## config.mk

```make
export PLATFORM = sky130hd
export DESIGN_NAME = rgb_pwm_driver
export DESIGN_NICKNAME = d
export VERILOG_FILES = /design/src/rtl/rgb_pwm_pkg.sv /design/src/rtl/pwm_channel.sv /design/src/rtl/rgb_pwm_driver.sv
export SDC_FILE = /design/constraint.sdc
export NUM_CORES = 1
export LEC_CHECK = 0
export ABC_AREA = 1
export CORE_MARGIN = 5
export CORE_UTILIZATION = 45
export CTS_CLUSTER_SIZE = 12
export DETAILED_ROUTE_END_ITERATION = 12
export GPL_ROUTABILITY_DRIVEN = 1
export GPL_TIMING_DRIVEN = 0
export PLACE_DENSITY_LB_ADDON = 0.08
export SKIP_LAST_GASP = 1
export SYNTH_ARGS = -nofsm -noshare
export SYNTH_HDL_FRONTEND = slang
export SYNTH_SLANG_ARGS = --single-unit
```

## constraint.sdc

```tcl
create_clock -name div_clk -period 2.5 [get_ports div_clk]
set_clock_uncertainty 0.1 [all_clocks]
set_input_delay 0.25 -clock div_clk [delete_from_list [all_inputs] [get_ports div_clk]]
set_output_delay 0.25 -clock div_clk [all_outputs]
set_load 0.01 [all_outputs]
```

## src/rtl/rgb_pwm_pkg.sv

```systemverilog
// Shared widths and channel indices for the RGB PWM driver.
package rgb_pwm_pkg;

  localparam int PWM_W = 8;
  localparam logic [PWM_W-1:0] PWM_MAX = 8'd255;

  // Channel index, used to address the per-channel duty and pin vectors.
  typedef enum logic [1:0] {
    CH_R = 2'd0,
    CH_G = 2'd1,
    CH_B = 2'd2
  } ch_idx_e;

endpackage

```

## src/rtl/pwm_channel.sv

```systemverilog
// One PWM channel: shadow duty register, comparator against the shared
// step counter, and a registered output pin.
module pwm_channel
  import rgb_pwm_pkg::*;
#(
  parameter bit ACTIVE_LOW = 1'b0
) (
  input  logic             clk,
  input  logic             rst,
  input  logic             en,
  input  logic             load,
  input  logic             track,
  input  logic [PWM_W-1:0] cnt,
  input  logic [PWM_W-1:0] duty,
  output logic             pin
);

  logic [PWM_W-1:0] shadow_d, shadow_q;
  logic             pin_d, pin_q;

  // Shadow follows the input while disabled and otherwise only at period end,
  // so a running period always finishes with the duty it started with.
  always_comb begin
    shadow_d = shadow_q;
    if (track || load) begin
      shadow_d = duty;
    end
    pin_d = (en && (cnt < shadow_q)) ^ ACTIVE_LOW;
  end

  // Shadow and pin registers; reset leaves the pin at its inactive level.
  always_ff @(posedge clk) begin
    if (rst) begin
      shadow_q <= '0;
      pin_q    <= ACTIVE_LOW;
    end else begin
      shadow_q <= shadow_d;
      pin_q    <= pin_d;
    end
  end

  assign pin = pin_q;

endmodule

```

## src/rtl/rgb_pwm_driver.sv

```systemverilog
// RGB LED PWM driver: shared prescaler and 8-bit step counter feeding three
// pwm_channel instances, plus a period_start marker aligned with step 0.
module rgb_pwm_driver
  import rgb_pwm_pkg::*;
#(
  parameter int unsigned PRESC_DIV  = 4,
  parameter bit          ACTIVE_LOW = 1'b0
) (
  input  logic             div_clk,
  input  logic             rst,
  input  logic             en,
  input  logic [PWM_W-1:0] R_time_in,
  input  logic [PWM_W-1:0] G_time_in,
  input  logic [PWM_W-1:0] B_time_in,
  output logic             R_out,
  output logic             G_out,
  output logic             B_out,
  output logic             period_start
);

  localparam logic [15:0] PRE_LAST = 16'(PRESC_DIV - 1);

  logic [15:0]      pre_d, pre_q;
  logic [PWM_W-1:0] cnt_d, cnt_q;
  logic             ps_d, ps_q;
  logic             tick;
  logic             load;
  logic             track;

  logic [PWM_W-1:0] duty [3];
  logic [2:0]       pins;

  // Prescaler, step counter and period marker; disable parks everything at 0
  // so re-enabling always starts a fresh period.
  always_comb begin
    tick  = en && (pre_q == PRE_LAST);
    load  = tick && (cnt_q == PWM_MAX);
    track = !en;
    pre_d = pre_q;
    cnt_d = cnt_q;
    if (!en) begin
      pre_d = '0;
      cnt_d = '0;
    end else if (tick) begin
      pre_d = '0;
      cnt_d = cnt_q + 1'b1;
    end else begin
      pre_d = pre_q + 1'b1;
    end
    ps_d = en && (cnt_q == '0) && (pre_q == '0);
  end

  // Counter state registers.
  always_ff @(posedge div_clk) begin
    if (rst) begin
      pre_q <= '0;
      cnt_q <= '0;
      ps_q  <= 1'b0;
    end else begin
      pre_q <= pre_d;
      cnt_q <= cnt_d;
      ps_q  <= ps_d;
    end
  end

  assign duty[int'(CH_R)] = R_time_in;
  assign duty[int'(CH_G)] = G_time_in;
  assign duty[int'(CH_B)] = B_time_in;

  for (genvar ch = 0; ch < 3; ch++) begin : g_ch
    pwm_channel #(
      .ACTIVE_LOW(ACTIVE_LOW)
    ) u_ch (
      .clk  (div_clk),
      .rst  (rst),
      .en   (en),
      .load (load),
      .track(track),
      .cnt  (cnt_q),
      .duty (duty[ch]),
      .pin  (pins[ch])
    );
  end

  assign R_out        = pins[int'(CH_R)];
  assign G_out        = pins[int'(CH_G)];
  assign B_out        = pins[int'(CH_B)];
  assign period_start = ps_q;

endmodule

```

Word-level counts from Yosys, hierarchy flattened

Index checks and enable logic that the tools add are counted.

Output and inout bits: 4
Bits in latches: 0
ROM bits: 0
RAM bits: 0
Memories kept: 0
Word-level logic and storage cells: 30
Input bits: 27
Flip-flop bits (word level): 52

Reductions and logical operators: 13
$add $sub $neg: 2
Div/mod/pow operators: 0
Shift operators: 0
Eq/ne operators: 2
Order comparisons: 3
Bitwise gates (word level): 1
$mul: 0
Mux-type cells: 0

Operators with widths:

| operator                                                         | number |
|---|---|
| 8-bit less-than comparator                                       | 3 |
| 16-bit by 1-bit adder with 16-bit output, second input constant  | 1 |
| 16-bit by 2-bit == test with 1-bit output, second input constant | 1 |
| 16-bit zero test                                                 | 1 |
| 8-bit by 1-bit adder with 8-bit output, second input constant    | 1 |
| 8-bit == test, second input constant                             | 1 |
| 8-bit zero test                                                  | 1 |
| 1-bit logical AND                                                | 7 |
| 3-bit OR reduction                                               | 1 |
| 2-bit OR reduction                                               | 1 |
| 1-bit zero test                                                  | 1 |
| 1-bit logical OR                                                 | 1 |
| 1-bit NOT                                                        | 1 |

Longest topological paths before layout

Gate-level depths: netlist of the first run.

Depth after elaboration: 4
Mapped depth: 10
Depth with buffers taken out: 10

Cells and area by module

From an unflattened synthesis of the first run, not the netlist that was laid out.

Cell total of the unflattened synthesis: 383
Area total of the unflattened synthesis: 2896.5 um^2

Modules (own cells, without submodules):

| module         | cells each | times used | area each (um^2) | seq. area each (um^2) |
|---|---|---|---|---|
| pwm_channel    | 62         | 3          | 518.0            | 180.2 |
| rgb_pwm_driver | 197        | 1          | 1342.5           | 500.5 |

Worst setup path before layout of the first run

No wires, ideal clock.

Kind: register -> register
From: reg pre_q[0]
To: reg g_ch[1].u_ch.shadow_q[0]
Required time: 2286 ps
Library setup time: 114 ps
Clock period less this slack: 1611 ps
Data arrival time: 1397 ps
Cell stages (with the launch flop): 11
Path slack: 889 ps
Path buffers: 2
Cells stage by stage: dfxtp_1 > ha_1 > inv_1 > nor2_1 > nand2_1 > nor2_4 > nand3_2 > buf_6 > buf_6 > a21oi_2 > nor2_1

Cells in the longest elaborated chain, start to end: 4

Ends and longest elaborated chain:

| what                                      | line                 | text |
|---|---|---|
| start, declared                           | rgb_pwm_driver.sv:23 | `logic [15:0] pre_d, pre_q;` |
| start signal, assigned                    | rgb_pwm_driver.sv:60 | `pre_q <= pre_d;` |
| 16-bit by 2-bit == test with 1-bit output | rgb_pwm_driver.sv:36 | `tick = en && (pre_q == PRE_LAST);` |
| 1-bit logical AND                         | rgb_pwm_driver.sv:36 |  |
| 1-bit logical AND                         | rgb_pwm_driver.sv:37 | `load = tick && (cnt_q == PWM_MAX);` |
| 1-bit logical OR                          | pwm_channel.sv:25    | `if (track \|\| load) begin` |
| end signal, assigned                      | pwm_channel.sv:37    | `shadow_q <= shadow_d;` |
| end, declared                             | pwm_channel.sv:18    | `logic [PWM_W-1:0] shadow_d, shadow_q;` |

No other way between the ends.
A chain may end at the register's enable or synchronous reset.

Worst setup path in the final report of the first run

From: reg pre_q[0]
To: reg pre_q[6]

Cells in the longest elaborated chain, start to end: 3
Elaborated cells between the ends (all ways): 4
Classes of those cells: add/sub: 1; eq/ne: 1; reduce/logical: 2

Ends and longest elaborated chain:

| what |
|---|
| branches (longest 3 deep; another with 16-bit by 1-bit adder with 16-bit output) |

Several ways; the timed one is not identified.

==> summary.txt, run 1 <==
Clock network
  – Worst-path clk slew: 0.09 ns
  – CTS H-tree lvls: 2
  – Post-CTS sizing: 0
  – CTS tree: yes
  – CTS Hold Buffers Added: 0
  – Clock sinks: 52
  – CTS Root Cell: clkbuf_8
  – Clock buffer depth: 2
  – Post CTS Setup Buffer Count: 0
  – Worst skew pair latency: 0.30 ns
  – CTS buffer count: 5

Layout
  – # nets final: 518
  – Layout cells sized above 1: 9.636%
  – Fillcell total: 647
  – Area grow syn2layout: 15.89%
  – Area of the multi-input gates: 0.001662 mm2
  – N_diodes: 0
  – Register area: 0.001041 mm2
  – Fin cells: 544

Synth
  – Synth top area cells: dfxtp_1, nand2_1, ha_1, nor2_1, inv_1
  – Post-synth ARST share: 0%
  – Post-synth EDFFs: 0
  – Post-synth top area cell: dfxtp_1
  – Mean Syn Cell Area: 7.030 um2
  – Top-count cell post-synth: nand2_1
  – Sequential share of the synthesized area: 34.44%
  – Most frequent cells after synthesis: nand2_1, nor2_1, inv_1
  – Post-Syn Area: 0.003023 mm2
  – Synth Register Bits: 52
  – Post-Synthesis Net Count: 482
  – Yosys top cell area share: 34.44%
  – Synth Flop Type: dfxtp_1
  – Syn Inst Count: 430
  – Yosys warns: 0
  – Post-synthesis cell type count: 27

Drt
  – Drt drc: 0
  – DR vias: 2,648
  – Wirelength per Cell: 12.09 um
  – Vias per cell: 4.868
  – DRT antenna net count: 0
  – Drt first pass iters: 5
  – Initial detailed-routing violation count: 144
  – Post-Route WL: 6579 um

Die
  – Die ar.: 0.008457 mm2
  – Core Region: 0.006459 mm2
  – Initial Util: 46.80%
  – Row Count: 29
  – Chip width: 91.96 um
  – Ports: 31
  – Die Y: 91.96 um

Power
  – Max IR drop VDD: 0.0002281 V
  – Comb power frac: 13.4%
  – Psw: 0.4030 mW
  – Final total power: 1.591 mW
  – Power share of the sequential group: 54.7%
  – Int Pwr: 1.188 mW
  – PwrDens: 454.3 mW/mm2
  – Sw Ratio: 25.33%
  – LEAKAGE: 1.496 nW
  – Clock Power Share: 31.9%

Timing
  – Max-slew violations: 0
  – Final Setup Violations: 0
  – Min cycle time layout: 1.883 ns
  – Slew Limit Headroom: 52.74%
  – Final Hold Vio Count: 0
  – F_max: 0.5310 GHz
  – Final worst path period share: 75.33%
  – Final TNS setup: 0 ns
  – Worst-margin pin slew: 0.7089 ns
  – RSZ-0062 raised after global routing: no

Worst setup path
  – Reg-to-reg startpoint: pre_q[0]
  – Critical path class: reg -> reg
  – Type of origin of the critical path: flop
  – CP Data Arrival Time: 1.98 ns
  – Crit end category: flop
  – CP Data Required Time: 2.60 ns
  – Worst r2r path cells: 9
  – Crit Path Max Fanout: 10
  – Worst setup startpoint: pre_q[0]

Placement
  – Dpl cells: 536
  – DP Wirelength: 5021 um
  – RD Place Congestion: 0.8662
  – Number of port buffers: 29

Job
  – Max-Cap Viols: 0

Min path
  – Worst Min Path Start: en
  – HP Class: in -> reg
  – Worst hold path depth: 5

Global routing
  – First-pass GRT wire length: 11,260 um
  – Total GRT Usage: 16.17%
  – Initial antenna violation count: 0
  – Largest net degree at the start of global routing: 16
  – Vias in the first global route: 2,395
  – GRT overflow: 0

Outcome
  – Status: completed
per-layer routing:
layer / GRT usage, % / vias to the layer above / wire [um] / part of all wire (%)
li1: - / 1439 / - / -
met1: 22.29 / 1169 / 3362 / 51
met2: 26.46 / 35 / 2970 / 45
met3: 2.864 / 5 / 189 / 2.9
met4: 3.589 / 0 / 56 / 0.85
met5: 0 / - / 0 / 0
sequential cells by signal (all words and copies together) (netlist names):
| name | count |
|---|---|
| period_start | 1 |
| pre_q | 16 |
| g_ch.u_ch.shadow_q | 24 |
| g_ch.u_ch.pin | 3 |
| cnt_q | 8 |
path summary, 6_finish.rpt:
path,slack (ns),end
max,0.62,pre_q[6]
min,0.26,cnt_q[7]
max reg2reg,0.62,pre_q[6]
min reg2reg,0.39,pre_q[0]
through the flow:
stage	hold slack, ns	worst slack (ns)	utilization, %	area [um2]
finish	0.2593	0.6166	54.24	3503
global route	0.2570	0.4347	54.24	3503
CTS	0.2504	0.5967	54.24	3503
detailed placement	0.3738	0.2897	52.79	3410
floorplan	0.2738	0.8891	-	3023
global placement	0.3611	0.3126	52.79	3410
logic make-up (layout without fill, tap and decap cells):
logic type / Yosys count / count (layout) / synth area share (%)
AO/OA/AOI/OAI: 53 / 53 / 11.51
AND/OR/NAND/NOR: 216 / 216 / 31.08
XOR/XNOR: 7 / 7 / 2.028
adder cells (fa/ha/maj): 25 / 25 / 10.35
buffers and inverters: 77 / 114 / 10.60
flip-flops: 52 / 52 / 34.44
placed cells by master (no fill, tap or decap), drive strengths merged:
master	count
clkbuf	12
buf	9
and3	1
clkinvlp	1
nor2	67
o21ai	11
nor3	5
xor2	4
nand3	46
clkinv	1
dfxtp	52
nand4	8
or2	2
inv	62
a211oi	3
clkdlybuf4s50	29
ha	25
xnor2	3
nand2	87
a21oi	39
cell type report:
| type | instances | area share, % |
|---|---|---|
| timing repair buffer | 29 | 8.286 |
| tap | 77 | 2.750 |
| multi-input combinational | 301 | 47.43 |
| clock buffer | 7 | 2.464 |
| sequential | 52 | 29.71 |
| buffer | 14 | 2.393 |
| clock inverter | 1 | 0.2143 |
| inverter | 63 | 6.750 |
critical path, cell delays in order (launching register included):
cell     delay, ns
dfxtp_1       0.41
ha_1          0.21
inv_1         0.06
nor2_1        0.09
nand2_1       0.09
nor2_4        0.15
nand2_2       0.15
nand2_2       0.20
buf_2         0.25
nor2_1        0.07
power groups by stage:
| stage | Clock (mW) | Sequential, mW | Combinational (mW) |
|---|---|---|---|
| after global routing | 0.554 | 0.873 | 0.245 |
| after global placement | 0 | 0.889 | 0.212 |
| final | 0.507 | 0.870 | 0.214 |
| after floorplan | 0 | 0.890 | 0.132 |
| after CTS | 0.520 | 0.870 | 0.216 |
| after detailed placement | 0 | 0.890 | 0.215 |
Power figures use the tool's default switching activity.
==> inputs of run 2 (changes only) <==
==> constraint.sdc (replaced) <==
create_clock -name div_clk -period 1.6 [get_ports div_clk]
set_clock_uncertainty 0.1 [all_clocks]
set_input_delay 0.16 -clock div_clk [delete_from_list [all_inputs] [get_ports div_clk]]
set_output_delay 0.16 -clock div_clk [all_outputs]
set_load 0.01 [all_outputs]
==> run 2 against run 1 <==
The flow now finishes with violations (negative setup slack). Hold slack worse by 0.10 ns. Die area stayed put. Global-route usage is 0.85 points higher. Clock-buffer cell count is 1 lower. Combinational power is 70% higher. Non-clock buffer count is 14 higher. Final cell count is 2.6% higher. Register-to-register slack worse by 0.65 ns. Sequential share of layout area is 1.8 points lower. Cell area is 8.3% higher. Fmax is 16% higher. Sequential power is 56% higher. Critical path type unchanged. Largest cell class unchanged. Highest routed layer unchanged.
==> summary.txt, run 2 (same netlist as run 1, synthesis figures left out) <==
Worst setup path
  – CP Data Arrival Time: 1.74 ns (-0.24 ns)
  – R2r setup slk: -0.03 ns (-0.65 ns)
  – Type of origin of the critical path: flop
  – Reg-to-reg startpoint: cnt_q[0]
  – Crit end category: flop
  – CP Data Required Time: 1.71 ns (-0.89 ns)
  – Critical path class: reg -> reg
  – RR Endpoint: g_ch[0].u_ch.shadow_q[6]
  – Worst r2r path cells: 8 (-1)
  – Crit Path Max Fanout: 10 (unchanged)

Timing
  – Slew Limit Headroom: 54.31% (+1.6 points)
  – Final Hold Vio Count: 0 (unchanged)
  – Final worst path period share: 101.8% (+27 points)
  – Max-slew violations: 0 (unchanged)
  – Final TNS setup: -0.2337 ns (-0.2337 ns)
  – Min cycle time layout: 1.630 ns (-0.2538 ns)
  – Worst-margin pin slew: 0.6854 ns (-0.02345 ns)
  – Setup slack after layout: -0.02955 ns (-0.6462 ns)
  – RSZ-0062 raised after global routing: yes
  – Final Setup Violations: 16 (+16)
  – F_max: 0.6137 GHz (+16%)

Min path
  – Worst Min Path Start: en
  – Hold EP: cnt_q[7]
  – Worst hold path depth: 5 (unchanged)
  – HP Class: in -> reg

Die
  – Initial Util: 46.80% (unchanged)
  – Die ar.: 0.008457 mm2 (unchanged)
  – Ports: 31 (unchanged)
  – Die Y: 91.96 um (unchanged)
  – Row Count: 29 (unchanged)
  – Core Region: 0.006459 mm2 (unchanged)
  – Chip width: 91.96 um (unchanged)

Placement
  – Number of port buffers: 29 (unchanged)
  – DP Wirelength: 5124 um (+2.1%)
  – RD Place Congestion: 0.8936 (+3.2%)
  – Pre-CTS setup slack: -0.5143 ns (-0.8040 ns)

Drt
  – Wirelength per Cell: 12.59 um (+4.1%)
  – Post-Route WL: 7026 um (+6.8%)
  – Vias per cell: 4.991 (+2.5%)
  – Initial detailed-routing violation count: 209 (+45%)
  – Drt first pass iters: 4 (-1)
  – Drt drc: 0 (unchanged)
  – DR vias: 2,785 (+5.2%)
  – DRT antenna net count: 0 (unchanged)

Clock network
  – Clock buffer depth: 2 (unchanged)
  – CTS H-tree lvls: 2 (unchanged)
  – Clock sinks: 52 (unchanged)
  – Worst skew pair latency: 0.31 ns (about the same)
  – CTS tree: yes
  – Worst-path clk slew: 0.09 ns (about the same)
  – CTS buffer count: 5 (unchanged)
  – CTS Root Cell: clkbuf_8

Power
  – PwrDens: 661.6 mW/mm2 (+46%)
  – Final total power: 2.510 mW (+58%)
  – Max IR drop VDD: 0.0003558 V (+56%)
  – LEAKAGE: 1.620 nW (+8.3%)

Global routing
  – Largest net degree at the start of global routing: 16 (unchanged)
  – Initial antenna violation count: 0 (unchanged)
  – Total GRT Usage: 17.02% (+0.85 points)
  – First-pass GRT wire length: 11,700 um (+3.9%)
  – GRT overflow: 0 (unchanged)
  – Vias in the first global route: 2,597 (+8.4%)

Outcome
  – Failing checks: negative setup slack
  – Status: finished with violations

Layout
  – Max FFs per register: 24 (unchanged)
  – # nets final: 532 (+2.7%)
  – Fillcell total: 662 (+2.3%)
  – Layout cells sized above 1: 17.26% (+7.6 points)
  – Largest reg by FF count: g_ch.u_ch.shadow_q
  – N_diodes: 0 (unchanged)
  – Most used cells in the layout excluding fill and tap cells: nand2_1, inv_1, nor2_1, nand3_1, dfxtp_1
  – Biggest regs: g_ch.u_ch.shadow_q: 24 flops, pre_q: 16 flops, cnt_q: 8 flops
  – Final Util: 58.74% (+4.5 points)
  – Area grow syn2layout: 25.50%
  – Commonest non-fill, non-tap cell in the layout: nand2_1

Job
  – Max-Cap Viols: 0 (unchanged)
-- run 2: changes by cell type in the layout (fill, tap and decap cells not counted), sizes merged --
cell / previous run / this run
buf: 9 / 22
clkinv: 1 / 3
clkinvlp: 1 / 0
-- run 2: repair_timing --
item,4_1_cts,5_1_grt
pin swaps,13,10
gates cloned,1,1
endpoints found under the setup margin,39,47
hold buffers,0,0
buffers inserted,8,4
gates resized for setup,17,28
-- run 2: worst max path at each step --
| stage | startpoint | endpoint | slack (ns) | cells after the start |
|---|---|---|---|---|
| 2_1_floorplan | pre_q[1] | g_ch[1].u_ch.shadow_q[0] | 0.01 | 10 |
| 3_3_place_gp | rst | pre_q[11] | -0.53 | 7 |
| 3_5_place_dp | rst | pre_q[11] | -0.51 | 7 |
| 4_1_cts | pre_q[1] | g_ch[1].u_ch.shadow_q[3] | -0.09 | 10 |
| 5_1_grt | cnt_q[0] | g_ch[0].u_ch.shadow_q[6] | -0.13 | 8 |
| 6_report | cnt_q[0] | g_ch[0].u_ch.shadow_q[6] | -0.03 | 8 |
-- run 2: cell type report --
class | instances | area, um2 | share of cell area [%]
sequential | 52 | 1059 | 27.90
buffer | 14 | 105.1 | 2.770
tap | 77 | 96.34 | 2.540
multi-input combinational | 301 | 1768 | 46.60
inverter | 63 | 236.5 | 6.234
clock buffer | 6 | 82.58 | 2.177
clock inverter | 2 | 10.01 | 0.2639
timing repair buffer | 43 | 436.7 | 11.51
-- run 2: per-layer routing --
| metal | part of all wire, % | track usage (%) |
|---|---|---|
| met1 | 47 | 21.32 |
| met2 | 48 | 30.11 |
| met3 | 4.1 | 2.946 |
| met4 | 1.1 | 4.579 |
| met5 | 0 | 0 |
-- run 2: critical path, cell delays in order (launching register included) --
cell	delay (ns)
dfxtp_4	0.38
ha_2	0.20
nand3_2	0.14
nor2_4	0.15
nand3_4	0.08
buf_8	0.16
buf_8	0.15
a21oi_4	0.12
nor2_1	0.05
-- run 2: stage by stage --
stage,hold slack [ns],std cells,instance area (um2)
floorplan,0.1838,430,3027
global placement,0.3433,536,3413
global route,0.1670,558,3794
detailed placement,0.3490,536,3413
finish,0.1565,558,3794
CTS,0.1577,553,3636
-- run 2: report_power, final --
part	internal [mW]	switching, mW	total, mW
Clock	0.347	0.443	0.789
Sequential	1.34	0.0146	1.36
Combinational	0.177	0.187	0.364
==> inputs of run 3 (changes only) <==
--- a/config.mk
+++ b/config.mk
@@ -6,12 +6,12 @@
 export NUM_CORES = 1
 export LEC_CHECK = 0
 export ABC_AREA = 1
+export CORE_ASPECT_RATIO = 0.5
 export CORE_MARGIN = 5
 export CORE_UTILIZATION = 45
 export CTS_CLUSTER_SIZE = 12
 export DETAILED_ROUTE_END_ITERATION = 12
 export GPL_ROUTABILITY_DRIVEN = 1
-export GPL_TIMING_DRIVEN = 0
 export PLACE_DENSITY_LB_ADDON = 0.08
 export SKIP_LAST_GASP = 1
 export SYNTH_ARGS = -nofsm -noshare
==> run 3 against run 2 <==
Wire length decreased by 0.33%. Register-to-register slack got worse by 0.05 ns. Via count increased by 1.5%. Global-route usage decreased by 0.92 points. Non-clock buffer count increased by 5. First-iteration DRC count decreased by 30%. Critical endpoint is now g_ch[2].u_ch.shadow_q[3]. Die area increased by 1.2%. Largest cell class unchanged. The run still ends with negative setup slack left. Highest routed layer unchanged. Sequential power about the same. Clock power increased by 38%. Final cell count increased by 3.6%. Sequential share of layout area decreased by 1.3 points. Clock-buffer cell count increased by 2.
==> summary.txt, run 3 (same netlist as run 1, synthesis figures left out) <==
Die
  – Die Y: 67.96 um (-26%)
  – Ports: 31 (unchanged)
  – Row Count: 21 (-28%)
  – Chip width: 125.9 um (+37%)
  – Core Region: 0.006595 mm2 (+2.1%)
  – Initial Util: 45.84% (-0.97 points)
  – Die ar.: 0.008556 mm2 (+1.2%)

Global routing
  – First-pass GRT wire length: 11,200 um (-4.3%)
  – GRT overflow: 0 (unchanged)
  – Total GRT Usage: 16.10% (-0.92 points)
  – Largest net degree at the start of global routing: 50 (+34)
  – Vias in the first global route: 2,600 (+0.12%)
  – Initial antenna violation count: 0 (unchanged)

Timing
  – RSZ-0062 raised after global routing: yes
  – Setup slack after layout: -0.08317 ns (-0.05362 ns)
  – Slew Limit Headroom: 54.78% (+0.47 points)
  – F_max: 0.5941 GHz (-3.2%)
  – Final TNS setup: -1.101 ns (-0.8678 ns)
  – Final Setup Violations: 25 (+9)
  – Max-slew violations: 0 (unchanged)
  – Final Hold Vio Count: 0 (unchanged)
  – Worst-margin pin slew: 0.6783 ns (-0.007105 ns)
  – Hold Slack: 0.1698 ns (+0.01331 ns)
  – Final worst path period share: 105.2% (+3.4 points)
  – Min cycle time layout: 1.683 ns (+0.05362 ns)

Clock network
  – Worst skew pair latency: 0.29 ns (-0.02 ns)
  – CTS Root Cell: clkbuf_16
  – Clock sinks: 52 (unchanged)
  – Worst-path clk slew: 0.07 ns (-0.02 ns)
  – CTS tree: yes
  – CTS H-tree lvls: 2 (unchanged)
  – Clock buffer depth: 2 (unchanged)
  – CTS buffer count: 5 (unchanged)

Drt
  – Vias per cell: 4.893 (-2.0%)
  – Initial detailed-routing violation count: 146 (-30%)
  – DR vias: 2,828 (+1.5%)
  – Wirelength per Cell: 12.12 um (-3.8%)
  – Drt drc: 0 (unchanged)
  – DRT antenna net count: 0 (unchanged)
  – Post-Route WL: 7003 um (-0.33%)
  – Drt first pass iters: 4 (unchanged)

Layout
  – Commonest non-fill, non-tap cell in the layout: nand2_1
  – Layout cells sized above 1: 17.49% (+0.23 points)
  – # nets final: 537 (+0.94%)
  – Fillcell total: 644 (-2.7%)
  – Area grow syn2layout: 29.84%
  – Most used cells in the layout excluding fill and tap cells: nand2_1, nor2_1, inv_1, dfxtp_1, nand3_1
  – Largest reg by FF count: g_ch.u_ch.shadow_q
  – N_diodes: 0 (unchanged)
  – Max FFs per register: 24 (unchanged)
  – Final instance area: 0.003925 mm2 (+3.5%)
  – Biggest regs: g_ch.u_ch.shadow_q: 24 flops, pre_q: 16 flops, cnt_q: 8 flops
  – Final Util: 59.51% (+0.78 points)

Worst setup path
  – Slowest CP cell: dfxtp_2
  – Crit-path cells: ha_4, inv_2, nor2_1, nand2_1, nor2_4, nand3_4, clkbuf_16, nand3_1, nand2_1, nor2_1
  – Crit Path Max Fanout: 10 (unchanged)
  – Worst path max stage delay: 0.36 ns (-0.02 ns)
  – WP buf/inv: 2 (unchanged)
  – Crit end category: flop
  – CP Data Required Time: 1.73 ns (+0.02 ns)
  – CP Data Arrival Time: 1.81 ns (+0.07 ns)
  – Type of origin of the critical path: flop
  – Worst r2r path cells: 10 (+2)
  – Critical path depth: 10 (+2)
  – CP delay by family, top: simple AND/OR/NAND/NOR gates
  – Critical path class: reg -> reg

Outcome
  – Status: finished with violations
  – Failing checks: negative setup slack

Power
  – Power share of the sequential group: 48.5% (-5.6 points)
  – PwrDens: 715.1 mW/mm2 (+8.1%)
  – Comb power frac: 12.7% (-1.8 points)
  – Sw Ratio: 23.61% (-2.1 points)
  – Clock Power Share: 38.8% (+7.3 points)
  – LEAKAGE: 1.708 nW (+5.4%)
  – Final total power: 2.807 mW (+12%)
  – Int Pwr: 2.144 mW (+15%)
  – Psw: 0.6626 mW (+2.8%)
  – Max IR drop VDD: 0.0004952 V (+39%)

Placement
  – Number of port buffers: 30 (+3.4%)
  – RD Place Congestion: 0.8794 (-1.6%)
  – DP Area: 0.003553 mm2 (+4.1%)
  – DP Wirelength: 4935 um (-3.7%)

Min path
  – HP Class: in -> reg
  – Worst hold path depth: 5 (unchanged)

Job
  – Max-Cap Viols: 0 (unchanged)
[run 3: cell count changes in the layout (fill, tap and decap cells not counted), moves of 3 or more]
cell / delta
nor2_4: -3
buf_8: -3
clkbuf_1: -3
o21ai_0: -3
clkbuf_16: +7
nand3_2: +3
buf_4: +13
nand3_1: -3
dfxtp_2: -6
dfxtp_1: +8
clkbuf_8: -5
buf_12: +3
[run 3: metal layers]
metal  share of wire [%]  GRT usage (%)  vias up  wire [um]
li1                    -              -     1480          -
met1                  48          18.92     1315       3334
met2                  49          29.50       25       3416
met3                 2.7          4.131        8        192
met4                0.84          5.214        0         59
met5                   0              0        -          0
[run 3: worst paths after layout]
check | startpoint | to | slack, ns
worst max register to register | pre_q[1] | g_ch[2].u_ch.shadow_q[3] | -0.08
worst max-delay path | pre_q[1] | g_ch[2].u_ch.shadow_q[3] | -0.08
worst min register to register | pre_q[15] | pre_q[15] | 0.38
worst min-delay path | en | cnt_q[7] | 0.17
[run 3: repair_timing]
item	in CTS	in global routing
buffers inserted	0	4
hold buffers	0	0
gates cloned	0	3
pin swaps	0	10
gates resized for setup	5	30
setup endpoints to repair	23	47
[run 3: worst min-delay path, stage by stage]
cell and delay [ns]:
buf_2 0.12, inv_2 0.08, nor2_1 0.05, nand2_1 0.05
a21oi_1 0.05
[run 3: cell type report]
| type | instances | area, um2 | share of cell area (%) |
|---|---|---|---|
| multi-input cells | 301 | 1750 | 44.60 |
| clock buffers | 8 | 146.4 | 3.730 |
| well taps | 92 | 115.1 | 2.933 |
| repair buffers | 62 | 633.1 | 16.13 |
| flip-flops and latches | 52 | 1044 | 26.59 |
| inverters | 63 | 236.5 | 6.025 |
[run 3: metrics by stage]
stage                     std cells  setup slack [ns]
after floorplan                 430           0.01247
after global placement          563           0.01219
after detailed placement        563          -0.03097
after CTS                       571          -0.01204
after global routing            578           -0.1883
final                           578          -0.08317
[run 3: power by group through the flow]
stage,clock network [mW],logic (mW),registers (mW)
after floorplan,0,0.206,1.39
after global placement,0,0.337,1.39
after detailed placement,0,0.346,1.39
after CTS,1.12,0.348,1.36
after global routing,1.18,0.402,1.36
final,1.09,0.357,1.36
